**src/rtl/serial_adder_pkg.sv**
```systemverilog
// Shared types and constants for the bit-serial adder slice.
package serial_adder_pkg;

    localparam int WIDTH_MAX = 32;

    typedef enum logic [1:0] {
        IDLE = 2'd0,
        RUN  = 2'd1,
        FIN  = 2'd2
    } state_t;

    // Bit counter width: ceil(log2(w)), never below 1 so WIDTH=1 still has a flop.
    function automatic int cnt_width(input int w);
        return (w > 1) ? $clog2(w) : 1;
    endfunction

endpackage

```
**src/rtl/serial_adder_if.sv**
```systemverilog
// START/BUSY/DONE bus of the serial adder; OV exists only with SERIAL_ADDER_OVF_EN.
interface serial_adder_if #(
    parameter int WIDTH = 8
);
    import serial_adder_pkg::*;

    // START is a request sampled only when BUSY=0 (IDLE or FIN). A, B, CI are
    // captured on that same edge and may change afterwards. BUSY is high for
    // exactly WIDTH cycles, then DONE pulses for one cycle with S/CO valid.
    logic             START;
    logic [WIDTH-1:0] A;
    logic [WIDTH-1:0] B;
    logic             CI;
    logic             BUSY;
    logic             DONE;
    logic [WIDTH-1:0] S;
    logic             CO;
    state_t           state;
`ifdef SERIAL_ADDER_OVF_EN
    logic             OV;
`endif

    modport master (
        output START, A, B, CI,
        input  BUSY, DONE, S, CO, state
`ifdef SERIAL_ADDER_OVF_EN
        , input OV
`endif
    );

    modport slave (
        input  START, A, B, CI,
        output BUSY, DONE, S, CO, state
`ifdef SERIAL_ADDER_OVF_EN
        , output OV
`endif
    );

endinterface

```
**src/rtl/full_adder_cell.sv**
```systemverilog
// Single-bit full adder; the only arithmetic in the serial adder.
module full_adder_cell (
    input  logic A,
    input  logic B,
    input  logic CI,
    output logic S1,
    output logic CO
);

    assign S1 = A ^ B ^ CI;
    assign CO = (A & B) | (A & CI) | (B & CI);

endmodule

```
**src/rtl/serial_adder_n.sv**
```systemverilog
// Bit-serial WIDTH-bit adder, LSB first, one full-adder cell plus a carry flop.
// Optional signed-overflow output OV is enabled by defining SERIAL_ADDER_OVF_EN.
module serial_adder_n
    import serial_adder_pkg::*;
#(
    parameter int WIDTH = 8
) (
    input  logic           clk,
    input  logic           rst_n,
    serial_adder_if.slave  bus
);

    localparam int CNT_W = cnt_width(WIDTH);

    if (WIDTH < 1 || WIDTH > WIDTH_MAX) begin : g_width_check
        $error("serial_adder_n: WIDTH must be within 1..WIDTH_MAX");
    end

    state_t           state;
    state_t           state_nxt;
    logic [WIDTH-1:0] a_sh;
    logic [WIDTH-1:0] b_sh;
    logic [WIDTH-1:0] sum_nxt;
    logic [WIDTH-1:0] s_q;
    logic             co_q;
    logic             carry_ff;
    logic [CNT_W-1:0] cnt;
    logic             last;
    logic             fa_s;
    logic             fa_co;

    full_adder_cell u_fa (
        .A  (a_sh[0]),
        .B  (b_sh[0]),
        .CI (carry_ff),
        .S1 (fa_s),
        .CO (fa_co)
    );

    assign last = (cnt == CNT_W'(WIDTH - 1));

    always_ff @(posedge clk) begin
        if (!rst_n) state <= IDLE;
        else        state <= state_nxt;
    end

    always_comb begin
        state_nxt = state;
        case (state)
            IDLE:    if (bus.START) state_nxt = RUN;
            RUN:     if (last)      state_nxt = FIN;
            FIN:     state_nxt = bus.START ? RUN : IDLE;
            default: state_nxt = IDLE;
        endcase
    end

    // Only WIDTH-1 sum bits need storing: the final bit comes straight from the cell.
    if (WIDTH > 1) begin : g_sum_sh
        logic [WIDTH-2:0] sum_sh;
        assign sum_nxt = {fa_s, sum_sh};
        always_ff @(posedge clk) begin
            if (!rst_n)            sum_sh <= '0;
            else if (state == RUN) sum_sh <= sum_nxt[WIDTH-1:1];
        end
    end else begin : g_sum_bit
        assign sum_nxt = fa_s;
    end

    always_ff @(posedge clk) begin
        if (!rst_n) begin
            a_sh     <= '0;
            b_sh     <= '0;
            carry_ff <= 1'b0;
            cnt      <= '0;
            s_q      <= '0;
            co_q     <= 1'b0;
        end else begin
            case (state)
                IDLE, FIN: begin
                    if (bus.START) begin
                        a_sh     <= bus.A;
                        b_sh     <= bus.B;
                        carry_ff <= bus.CI;
                        cnt      <= '0;
                    end
                end
                RUN: begin
                    a_sh     <= a_sh >> 1;
                    b_sh     <= b_sh >> 1;
                    carry_ff <= fa_co;
                    cnt      <= cnt + CNT_W'(1);
                    if (last) begin
                        s_q  <= sum_nxt;
                        co_q <= fa_co;
                    end
                end
                default: ;
            endcase
        end
    end

`ifdef SERIAL_ADDER_OVF_EN
    logic ov_q;

    // On the last step carry_ff is the carry into the MSB, fa_co the carry out.
    always_ff @(posedge clk) begin
        if (!rst_n)                    ov_q <= 1'b0;
        else if (state == RUN && last) ov_q <= carry_ff ^ fa_co;
    end

    assign bus.OV = ov_q;
`endif

    assign bus.BUSY  = (state == RUN);
    assign bus.DONE  = (state == FIN);
    assign bus.S     = s_q;
    assign bus.CO    = co_q;
    assign bus.state = state;

endmodule

```
**src/flat_wrapper.sv**
```systemverilog
// flat-port wrapper written by rule: the top's interface ports become plain ports
module serial_adder_n_flat import serial_adder_pkg::*;
#(
    parameter int WIDTH = 8
)
  (clk, rst_n, bus_START, bus_A, bus_B, bus_CI, bus_BUSY, bus_DONE, bus_S, bus_CO, bus_state);
  serial_adder_if #(.WIDTH(WIDTH)) bus_i ();
  input  logic clk;
  input  logic rst_n;
  input wire logic [$bits(bus_i.START)-1:0] bus_START;
  input wire logic [$bits(bus_i.A)-1:0] bus_A;
  input wire logic [$bits(bus_i.B)-1:0] bus_B;
  input wire logic [$bits(bus_i.CI)-1:0] bus_CI;
  output wire logic [$bits(bus_i.BUSY)-1:0] bus_BUSY;
  output wire logic [$bits(bus_i.DONE)-1:0] bus_DONE;
  output wire logic [$bits(bus_i.S)-1:0] bus_S;
  output wire logic [$bits(bus_i.CO)-1:0] bus_CO;
  output wire logic [$bits(bus_i.state)-1:0] bus_state;
  assign bus_i.START = bus_START;
  assign bus_i.A = bus_A;
  assign bus_i.B = bus_B;
  assign bus_i.CI = bus_CI;
  assign bus_BUSY = bus_i.BUSY;
  assign bus_DONE = bus_i.DONE;
  assign bus_S = bus_i.S;
  assign bus_CO = bus_i.CO;
  assign bus_state = bus_i.state;
  serial_adder_n #(.WIDTH(WIDTH)) u_core (.clk(clk), .rst_n(rst_n), .bus(bus_i));
endmodule
```
**config.mk**
```make
export PLATFORM = sky130hd
export DESIGN_NAME = serial_adder_n_flat
export DESIGN_NICKNAME = d
export VERILOG_FILES = /design/src/rtl/serial_adder_pkg.sv /design/src/rtl/serial_adder_if.sv /design/src/rtl/full_adder_cell.sv /design/src/rtl/serial_adder_n.sv /design/src/flat_wrapper.sv
export SDC_FILE = /design/constraint.sdc
export NUM_CORES = 1
export LEC_CHECK = 0
export BUFFER_PORTS_ARGS = -buffer_cell sky130_fd_sc_hd__buf_4
export CAP_MARGIN = 30
export CORE_MARGIN = 2
export CORE_UTILIZATION = 57
export CTS_CLUSTER_DIAMETER = 80
export DETAILED_ROUTE_END_ITERATION = 10
export GPL_ROUTABILITY_DRIVEN = 0
export PLACE_DENSITY = 0.87
export SLEW_MARGIN = 20
export SYNTH_ARGS = -nofsm -noshare
export SYNTH_HDL_FRONTEND = slang
export SYNTH_SLANG_ARGS = --single-unit
```
**constraint.sdc**
```tcl
create_clock -name clk -period 3 [get_ports clk]
set_input_delay 0.3 -clock clk [delete_from_list [all_inputs] [get_ports clk]]
set_output_delay 0.3 -clock clk [all_outputs]
set_load 0.02 [all_outputs]
```
* Word level (Yosys, flattened, before mapping) *
Cells that the tools add are included.

storage, ports and cells
  flip-flop bits (word level) = 38
  logic and storage cells = 40
  output and inout bits = 13
  bits of input ports = 20

cells by class
  eq/ne operators = 6
  bitwise operators = 7
  reductions and logical operators = 6
  $add $sub $neg = 1
  multiplexer cells = 12

operator list
  operator             number
  $pmux 8 s2           2
  $mux 8               2
  $pmux 2 s3           1
  $pmux 3 s2           1
  $reduce_and 2->1     3
  $mux 2               2
  $ne 2x2->1 const B   2
  $add 3x1->3 const B  1
  $and 1x1->1          3
  $eq 3x3->1 const B   1
  $mux 3               1
  $eq 2x1->1 const B   1
  $eq 2x2->1 const B   1
  $logic_not 2->1      1
  $mux 1               2
  $ne 2x1->1 const B   1
  $or 1x1->1           2
  $pmux 1 s2           1
  $reduce_bool 2->1    1
  $reduce_or 2->1      1
  $xor 1x1->1          2

* Logic depth before layout (Yosys ltp) *
  depth in word-level cells = 4
  gate-level depth with buffers = 6

* Hierarchy *
A second synthesis with hierarchy kept.

unflattened totals
  cell total of the unflattened synthesis = 189
  area, all modules = 1567.8 um^2

by module, submodules not included
  module           area an instance (um^2)  instances  cells an instance  sequential area each (um^2)
  serial_adder_n   1547.7                   1          188                760.7
  full_adder_cell  20.0                     1          1                  0.0

* Worst setup path before layout *
OpenSTA, ideal clock, no wires.

  path kind = register -> output
  from = reg u_core.state[1] (netlist: u_core.bus.state[1])
  to = out bus_BUSY
  data required time = 2.700 ns
  path buffers = 2
  cell stages (with the launch flop) = 5
  arrival time = 0.908 ns
  setup slack = 1.792 ns
  cells stage by stage = dfxtp_1 -> nand2b_1 -> buf_6 -> clkinv_2 -> buf_6

between the ends
  word-level cells in the longest chain between the ends = 1

RTL lines
  item                    RTL line               RTL
  start, declared         serial_adder_n.sv:19   state_t state;
  start signal, assigned  serial_adder_n.sv:44   else state <= state_nxt;
  $eq 2x1->1              serial_adder_n.sv:114  assign bus.BUSY = (state == RUN);
  end, declared           flat_wrapper.sv:14     output wire logic [$bits(bus_i.BUSY)-1:0] bus_BUSY;

No other way between the ends.

* Worst setup path in the final report *
Ends and elaborated chain as after synthesis.

==> results.tsv <==
stage	metric	value	unit
synthesis	average footprint of a synthesized cell	8.69	um^2
setup_path	Critical Path Start Type	flip-flop	
synthesis	number of nets produced by synthesis	212	
global_routing	global-route total usage across every layer	0.196	
placed_design	port bufs	32	
global_routing	most crowded layer after global routing	met2	
sta	setup violation total in the final timing report	0	
layout	n_diodes	0	
setup_path	most frequent cell on the critical path	buf_4	
synthesis	count of warnings emitted by yosys	0	
cts	clk buf depth	2	
cts	cts bufs inserted	5	
cts	root buf cell	clkbuf_4	
layout	Post-Route Utilization	0.677	
cts	number of resized instances in the post-cts repair step	0	
sta	final period demand of the worst path	2.10	ns
floorplanning	standard-cell rows	19	
pwr	Pwr per Cell Area	477	nW/um^2
sta	transition time of the tightest slew-check pin	0.724	ns
drt	count of TritonRoute iterations in the first routing pass	4	
sta	Worst Skew	0.00671	ns
layout	number of nets in the finished design	236	
global_routing	largest net degree at the start of global routing	46	
cts	hold_buf cts	0	
setup_path	crit path capture type	output port	
drt	detailed-route vias per instance	5.50	
global_routing	wire length of the first global-routing pass	4960	um
setup_path	largest fanout of any net on the critical path	45	
drt	routed wire length per instance	11.9	um
sta	final critical-path share of the clock period	0.702	
floorplanning	IO Pins	33	
global_routing	via count of the first global-routing pass	1186	
flow_run	max-cap check violation count	0	
sta	Fmax	475	MHz
setup_path	data arrival time of the critical path	1.80	ns
drt	Starting DRT DRC Count	21	
layout	synthesis-to-layout area growth	13.8	%
global_routing	total congestion overflow	0	
sta	number of hold-slack violations in the final timing report	0	
outcome	result of the run	finished clean	
layout	most common library cell in the layout ignoring fill and taps	nand2_1	
synthesis	post-synthesis register bit count	38	
setup_path	Crit Path Class	reg -> out	
global_routing	grt met1 use	0.222	
pwr	static leakage power	0.723	nW
drt	residual antenna-violating net count after detailed routing	0	
floorplanning	Initial Util	0.595	
floorplanning	area of the core	2760	um^2
worst_hold_path	kind of path behind the tightest hold check	in -> reg	
sta	max-slew violation total from the final report	0	
setup_path	slowest cell on the critical path	dfxtp_1	
floorplanning	Chip Width	57.7	um
floorplanning	area of the die	3330	um^2
placed_design	detailed-placement wirelength estimate	2060	um
cts	clock slew at reported path FFs	0.10	ns
drt	routed wire length	2910	um
cts	# clock sinks	38	
global_routing	met3 demand-to-capacity share in global routing	0.0781	
drt	Vias	1342	
synthesis	post-synthesis instance area	1640	um^2
synthesis	Gate Count Post-Synth	189	
synthesis	Seq/Total Area, Yosys	0.463	
synthesis	Unique masters post-synth	26	
placed_design	Place WS	1.18	ns
global_routing	met2 GRT Util	0.334	
sta	Setup WS post-layout	0.895	ns
pwr	Worst IR Drop VDD	381	uV
cts	clock network latency to the later pin of the worst-skew pair	0.33	ns
synthesis	share of the synthesized area in the top cell type	0.463	
setup_path	WP data required	2.70	ns
setup_path	slowest cell delay on critical path	0.37	ns
sta	setup repair after global routing missed its margin	false	
floorplanning	Die H	57.7	um
drt	final routed DRC violation total	0	
cts	clock tree from TritonCTS	yes	
sta	total negative setup slack	0	ns
synthesis	most area-consuming cells after synthesis	dfxtp_1, nand2_1, a21boi_1	
cts	number of setup buffers added after CTS	0	
synthesis	largest area contributor in the netlist	dfxtp_1	
setup_path	list of cells traversed by the critical path	nand2b_1 -> buf_4 -> clkinv_2 -> buf_4	
sta	worst slew slack as a fraction of its limit	0.517	
cts	htree depth	2	
layout	most frequent cells in the layout	nand2_1, dfxtp_1, buf_4, o21ai_0	
global_routing	antenna violations before repair	0	
layout	layout cell share with drive strength beyond 1	0.244	
[cell families after synthesis]
| group | share of synthesized area |
|---|---|
| fa+ha+maj | 0.0274 |
| flops | 0.463 |
| buf+inv | 0.0686 |
| compound gates | 0.209 |
| simple gates | 0.232 |
[Yosys cell counts]
| library cell | number |
|---|---|
| clkinv_2 | 1 |
| fa_1 | 1 |
| and2_1 | 1 |
| buf_4 | 4 |
| clkbuf_1 | 4 |
| o21a_1 | 1 |
| buf_8 | 1 |
| nand3_1 | 4 |
| o21ai_0 | 16 |
| a31oi_1 | 15 |
| buf_2 | 4 |
| nand3_2 | 9 |
| ha_1 | 2 |
| and3_1 | 2 |
| buf_6 | 2 |
| nand3b_1 | 1 |
| nand2_1 | 57 |
| a21boi_1 | 15 |
| a21boi_0 | 2 |
| clkbuf_2 | 1 |
| nor2b_1 | 1 |
| a21boi_2 | 3 |
| nor2_1 | 1 |
| and2b_1 | 1 |
| dfxtp_1 | 38 |
| nand2b_1 | 2 |
[final timing paths]
path	startpoint	endpoint	slack (ns)	cells past startpoint
setup reg to reg	u_core.cnt[0]$_SDFFE_PN0P_	u_core.bus.S[5]$_SDFFE_PN0P_	1.19	5
hold reg to reg	u_core.bus.CO$_SDFFE_PN0P_	u_core.bus.CO$_SDFFE_PN0P_	0.46	2
setup / recovery	u_core.bus.state[1]$_SDFFE_PN0P_	bus_BUSY	0.90	4
hold / removal	bus_B[6]	u_core.b_sh[6]$_SDFFE_PN0P_	0.22	3
[metal layers]
layer	share of wire	wire length (um)
met5	0	0
met4	0.016	46
met3	0.052	152
met2	0.52	1510
met1	0.41	1200
[metrics by stage]
step | power (mW) | instance area (um^2) | cells | hold WS, ns
after global routing | 0.942 | 1870 | 244 | 0.200
after detailed placement | 0.671 | 1820 | 237 | 0.451
final | 0.891 | 1870 | 244 | 0.219
after CTS | 0.902 | 1870 | 244 | 0.204
after floorplan | 0.646 | 1640 | 189 | 0.438
after global placement | 0.664 | 1820 | 237 | 0.445
[where the power goes]
part           switching, mW  internal [mW]
clock network          0.144         0.0883
logic                 0.0644         0.0489
registers             0.0159          0.530
total                  0.224          0.667
[cell type report]
cell class / count / area, um^2
inverters: 1 / 5.00
flip-flops and latches: 38 / 761
multi-input cells: 134 / 771
fillers: 244 / 890
repair buffers: 33 / 248
well taps: 31 / 38.8
clock buffers: 7 / 45.0
[registers in the layout, indices dropped and copies added, names as in the netlist]
| name | count |
|---|---|
| u_core.a_sh | 8 |
| u_core.b_sh | 8 |
| u_core.bus.CO | 1 |
| u_core.bus.S | 8 |
| u_core.bus.state | 2 |
| u_core.carry_ff | 1 |
| u_core.cnt | 3 |
| u_core.g_sum_sh.sum_sh | 7 |
[critical path, delay by kind of cell, from the launching register on]
| family | cells | cell delay, ns |
|---|---|---|
| buffers and inverters | 3 | 0.99 |
| flip-flops | 1 | 0.37 |
| AND/OR/NAND/NOR | 1 | 0.11 |
Note: power is estimated with default switching activity, not from simulation.
